==> src/rtl/cc_exec_stage.sv <==
`default_nettype none
// ----------------------------------------------------------------------------
// cc_exec_stage : Y86-64 execute-stage condition codes, Cnd evaluation and
//                 one-entry valid/ready output register.   Rev 1.0
// ----------------------------------------------------------------------------
module cc_exec_stage #(
  parameter int WIDTH = 64
) (
  input  logic             clk,
  input  logic             reset_n,
  input  logic             in_valid,
  output logic             in_ready,
  input  logic [WIDTH-1:0] alu_result,
  input  logic             alu_overflow,
  input  logic [3:0]       icode,
  input  logic [3:0]       ifun,
  input  logic             set_cc,
  input  logic             flush,
  output logic             out_valid,
  input  logic             out_ready,
  output logic [WIDTH-1:0] out_result,
  output logic             out_cnd,
  output logic [3:0]       out_icode,
  output logic             cc_zf,
  output logic             cc_sf,
  output logic             cc_of
);

  localparam logic [3:0] ICODE_CMOV = 4'd2;
  localparam logic [3:0] ICODE_JXX  = 4'd7;

  logic accept;
  logic sign_xor;
  logic cnd_raw;
  logic cnd_used;

  assign in_ready = !flush && (!out_valid || out_ready);
  assign accept   = in_valid && in_ready;
  assign sign_xor = cc_sf ^ cc_of;

  // Cnd reads the codes as they stand before this cycle's update.
  always_comb begin
    cnd_raw = 1'b0;
    case (ifun)
      4'd0:    cnd_raw = 1'b1;
      4'd1:    cnd_raw = sign_xor | cc_zf;
      4'd2:    cnd_raw = sign_xor;
      4'd3:    cnd_raw = cc_zf;
      4'd4:    cnd_raw = !cc_zf;
      4'd5:    cnd_raw = !sign_xor;
      4'd6:    cnd_raw = !sign_xor && !cc_zf;
      default: cnd_raw = 1'b0;
    endcase
  end

  assign cnd_used = ((icode == ICODE_CMOV) || (icode == ICODE_JXX)) ? cnd_raw : 1'b0;

  always_ff @(posedge clk) begin
    if (!reset_n) begin
      out_valid  <= 1'b0;
      out_result <= '0;
      out_cnd    <= 1'b0;
      out_icode  <= 4'd0;
    end else if (flush) begin
      out_valid <= 1'b0;
    end else if (accept) begin
      out_valid  <= 1'b1;
      out_result <= alu_result;
      out_cnd    <= cnd_used;
      out_icode  <= icode;
    end else if (out_valid && out_ready) begin
      out_valid <= 1'b0;
    end
  end

  always_ff @(posedge clk) begin
    if (!reset_n) begin
      cc_zf <= 1'b1;
      cc_sf <= 1'b0;
      cc_of <= 1'b0;
    end else if (accept && set_cc) begin
      cc_zf <= (alu_result == '0);
      cc_sf <= alu_result[WIDTH-1];
      cc_of <= alu_overflow;
    end
  end

endmodule
`default_nettype wire

==> config.mk <==
export PLATFORM = sky130hd
export DESIGN_NAME = cc_exec_stage
export DESIGN_NICKNAME = d
export VERILOG_FILES = /design/src/rtl/cc_exec_stage.sv
export SDC_FILE = /design/constraint.sdc
export NUM_CORES = 1
export LEC_CHECK = 0
export ABC_AREA = 1
export CAP_MARGIN = 20
export CORE_UTILIZATION = 39
export DETAILED_ROUTE_END_ITERATION = 10
export PLACE_DENSITY_LB_ADDON = 0.08
export REMOVE_ABC_BUFFERS = 1
export SETUP_SLACK_MARGIN = 0.4
export SYNTH_ARGS = -nofsm -noshare
export SYNTH_HDL_FRONTEND = slang
export SYNTH_SLANG_ARGS = --single-unit
==> constraint.sdc <==
create_clock -name clk -period 1.7 [get_ports clk]
set_input_delay 0.17 -clock clk [delete_from_list [all_inputs] [get_ports clk]]
set_output_delay 0.17 -clock clk [all_outputs]
set_load 0.05 [all_outputs]
# Word level (Yosys, flattened, before mapping)
# Index checks and enable logic that the tools add are counted.
# Widths: inputs -> output; s select.
# classes
n_eq_ne,8
mux,4
bitwise,4
n_reduce_logical,16
# op_table
cell,n
$logic_not 64->1,1
$eq 4x3->1 const B,4
$eq 4x2->1 const B,3
$pmux 1 s7,1
$logic_and 1x1->1,5
$eq 4x1->1 const B,1
$logic_not 1->1,4
$logic_not 4->1,1
$mux 1,3
$logic_or 1x1->1,2
$not 1->1,2
$reduce_and 2->1,1
$reduce_bool 2->1,1
$reduce_or 2->1,1
$or 1x1->1,1
$xor 1x1->1,1
# totals
regBits,73
input_bits,79
out_inout_bits,74
word_cells,39

# Longest topological paths before layout
# depth
ltp_word,5
depth_mapped,9
depth_no_buf,8

# Worst setup path before layout
# Ideal clock, no wire load.
# synth_path
kind,register -> register
start,register out_valid
end,register out_result[14]
setup_time_ns,0.142
t_arrival_ns,1.423
required_time_ns,1.558
setup_slack_ns,0.135
path_stages_with_launch,9
path_buffers,3
period_less_slack_ns,1.565
path_cell_list,dfxtp_1 > nand2_1 > nand3b_1 > buf_4 > clkinv_4 > buf_8 > buf_12 > nand2_2 > a21oi_2
# synth_between
elab_chain_len,5
# synth_rtl
element,line_no,rtl
"start, declared",19,"output logic out_valid,"
"start signal, assigned",60,out_valid <= 1'b0;
"start signal, assigned",65,out_valid <= 1'b0;
"start signal, assigned",67,out_valid <= 1'b1;
$logic_not 1->1,37,assign in_ready = !flush && (!out_valid || out_ready);
$logic_or 1x1->1,37,
$logic_and 1x1->1,37,
$logic_and 1x1->1,38,assign accept = in_valid && in_ready;
$reduce_and 2->1 (no line),n/a,
"end signal, assigned",68,out_result <= alu_result;
"end, declared",21,"output logic [WIDTH-1:0] out_result,"
# Every way passes these cells.
# A chain may end at the register's enable or synchronous reset.

# Worst setup path in the final report
# layout_path
start,register out_valid
end,register out_valid
# layout_between
elab_chain_len,5
word_cells_on_any_way,7
classes_between,mux (1); reduce/logical (6)
# layout_rtl
element,line_no
$logic_not 1->1,37
$logic_or 1x1->1,37
$logic_and 1x1->1,37
$logic_and 1x1->1,38
$mux 1 / $reduce_bool 2->1 (equally long branches),n/a
# Parallel ways exist; a longest one is shown, timed or not.

==> impl_metrics.ini <==
[global_route]
grt.met3_usage_pct = 6.56
grt_max_degree = 36
grt_usage_pct = 22.0
antenna_found_initial = 0
grtUsageMet2_pct = 37.1
grt_use_met1_pct = 27.0
gr-total-overflow = 0
grt_pass1_vias = 2851
grt_pass1_wl_um = 13200
busiest_layer = met2

[sta]
hold_viol = 0
fin_setup_tns_ns = 0
finalSetupViolCount = 0
maxSlewHeadroom_pct = 80.1
tightest_slew_ns = 0.300
drv_slew = 0
post-route-period-util_pct = 74.9
min_period_ns = 1.27
setup_slack_ns = 0.428
fmaxAchievable_ghz = 0.786
finClkSkew_ns = 0.00840
rsz0062_at_grt = yes

[clock_tree]
cts_sinks = 73
clock_path_buffers = 2
cts_tree = built
clock_latency_ns = 0.33
cts_made_buffers = 9
ctsHoldBuffers = 0
cts.htree.levels = 3
path_clk_slew_ns = 0.08
cts-root-buf = clkbuf_8

[yosys]
synth_top_cell_area_share_pct = 49.6
synth_top_cells_by_area = dfxtp_1 50%, nand2_1 20%, a21oi_1 11%
synth_top_family_by_area = simple AND/OR/NAND/NOR gates
muxShareOfSynthArea_pct = 0
avgSynthCellArea_um2 = 7.33
synthesis.area_mm2 = 0.00295
ys_ff_latch = 73
synth_flop_cell = dfxtp_1
ys.warnings.count = 0
synth-xor-area-share_pct = 0.297
synth_compound_area_share_pct = 14.4
synth_common_cells = 154 x nand2_1, 73 x dfxtp_1, 62 x a21oi_1
synth-simple-area-share_pct = 29.2
seq_area_frac_synth_pct = 49.6
ys_async_sr_fraction_pct = 0
synthAdderAreaFrac_pct = 0
synthDistinctLibCells = 22
synth_most_common_cell = nand2_1
synthCells = 402
synth.largest_area_cell = dfxtp_1
synth_edf_count = 0

[pwr]
peakVddDrop_mv = 0.457
finalPower_mw = 4.44
power_density_mw_per_mm2 = 885
leakagePower_nw = 1.90

[floorplan]
dieHeight_um = 88.9
initial_core_util_pct = 40.4
die_w_um = 88.9
row_count = 31
core_mm2 = 0.00729
dieArea_mm2 = 0.00791
num_io_pins = 153

[worst_setup_path]
path_class = flip-flop to flip-flop
start_kind = flip-flop
cp_slowest_cell = dfxtp_2
slowest_delay_ns = 0.33
required_ns = 1.95
cp.arrival_ns = 1.52
crit_path_cell_trace = nand2_1 -> nand3b_1 -> buf_6 -> buf_4 -> clkbuf_16 -> a211oi_1
worstPathMaxFanout = 17
end_kind = flip-flop

[run_status]
outcome = finished, final reports clean

[worst_hold_path]
hold_class = primary input to flip-flop

[drt]
drt_wl_total_um = 9250
via_count = 3144
drt.antenna.violating_nets = 0
drc = 0
vias_per_cell = 4.73
first_pass_iters = 4
wire_per_inst_um = 13.9
drt_iter0_drc = 127

[placement]
place_congestion = 0.750
numPortBuffers = 152
dp_slack_ns = -0.0426
dpl.hpwl_um = 6030
placed_cells = 639

[final_layout]
layout.nets = 639
drive_gt1_share_pct = 23.2
diodes = 0
layoutNonFillerInstCount = 664
final_core_util_pct = 68.8
area_growth_pct = 70.2

[run]
cap_violations = 0
-- timing repair --
| item | 4_1_cts | 5_1_grt |
|---|---|---|
| setup endpoints to repair | 136 | 54 |
| cloned | 1 | 4 |
| hold endpoints to repair | 0 | 0 |
| resized for setup | 191 | 11 |
| setup buffers | 2 | 2 |
| pin swaps | 1 | 0 |
-- flip-flops by register name (all words and copies together) (netlist names) --
| name | flops |
|---|---|
| out_result | 64 |
| cc_of | 1 |
| out_cnd | 1 |
| out_icode | 4 |
| cc_sf | 1 |
| out_valid | 1 |
| cc_zf | 1 |
-- placed cells by master, fill, tap and decap left out, drive strengths merged --
cell type,netlist,layout
clkbuf,7,15
bufinv,0,3
clkinv,1,4
a211oi,1,1
clkdlybuf4s15,0,62
nand2,164,164
inv,9,9
nand4,2,2
a21oi,72,72
dfxtp,73,73
dlymetal6s2s,0,1
o21ai,4,4
buf,15,24
nand3b,1,1
nor2,47,47
xor2,1,1
nor3,1,1
nand3,4,4
clkdlybuf4s50,0,77
-- critical path, delay by kind of cell (launching register included) --
| family | cells | cell delay [ns] |
|---|---|---|
| AO/OA/AOI/OAI | 1 | 0.20 |
| AND/OR/NAND/NOR | 2 | 0.19 |
| flip-flops | 1 | 0.33 |
| buffers and inverters | 3 | 0.47 |
-- report_power, final --
part / internal (mW) / leakage [nW] / switching (mW)
registers: 1.79 / 0.597 / 0.0434
logic: 0.400 / 1.17 / 0.557
clock network: 1.01 / 0.126 / 0.641
-- metrics by stage --
step	cell area, µm²	hold WS [ns]
after global routing	5020	0.209
after global placement	4530	0.452
after floorplan	2800	0.248
after detailed placement	4530	0.454
after CTS	4900	0.398
final	5020	0.181
-- cell families (layout without fill, tap and decap cells) --
kind of cell,count (synthesis),count (layout)
xor+xnor,1,1
compound gates,77,77
flops,73,73
simple gates,219,219
buf+inv,32,195
-- layout make-up --
| type | count | area [µm²] |
|---|---|---|
| clock buffer | 10 | 138 |
| clock inverter | 6 | 105 |
| fill | 648 | 2280 |
| inverter | 10 | 42.5 |
| multi-input combinational | 297 | 1300 |
| sequential | 73 | 1460 |
| tap | 99 | 124 |
| timing repair buffer | 169 | 1850 |
-- final timing paths --
kind                        end     startpoint  slack (ns)  cells after the start
setup / recovery      out_valid      out_valid        0.43                      6
hold / removal        out_valid      out_ready        0.18                      4
setup reg to reg      out_valid      out_valid        0.43                      6
hold reg to reg   out_result[0]  out_result[0]        0.46                      2
-- metal layers --
layer	share of wire, %	vias up
li1	-	1595
met1	43	1409
met2	46	134
met3	10	6
met4	0.89	0
met5	0	-
Power figures use the tool's default switching activity.
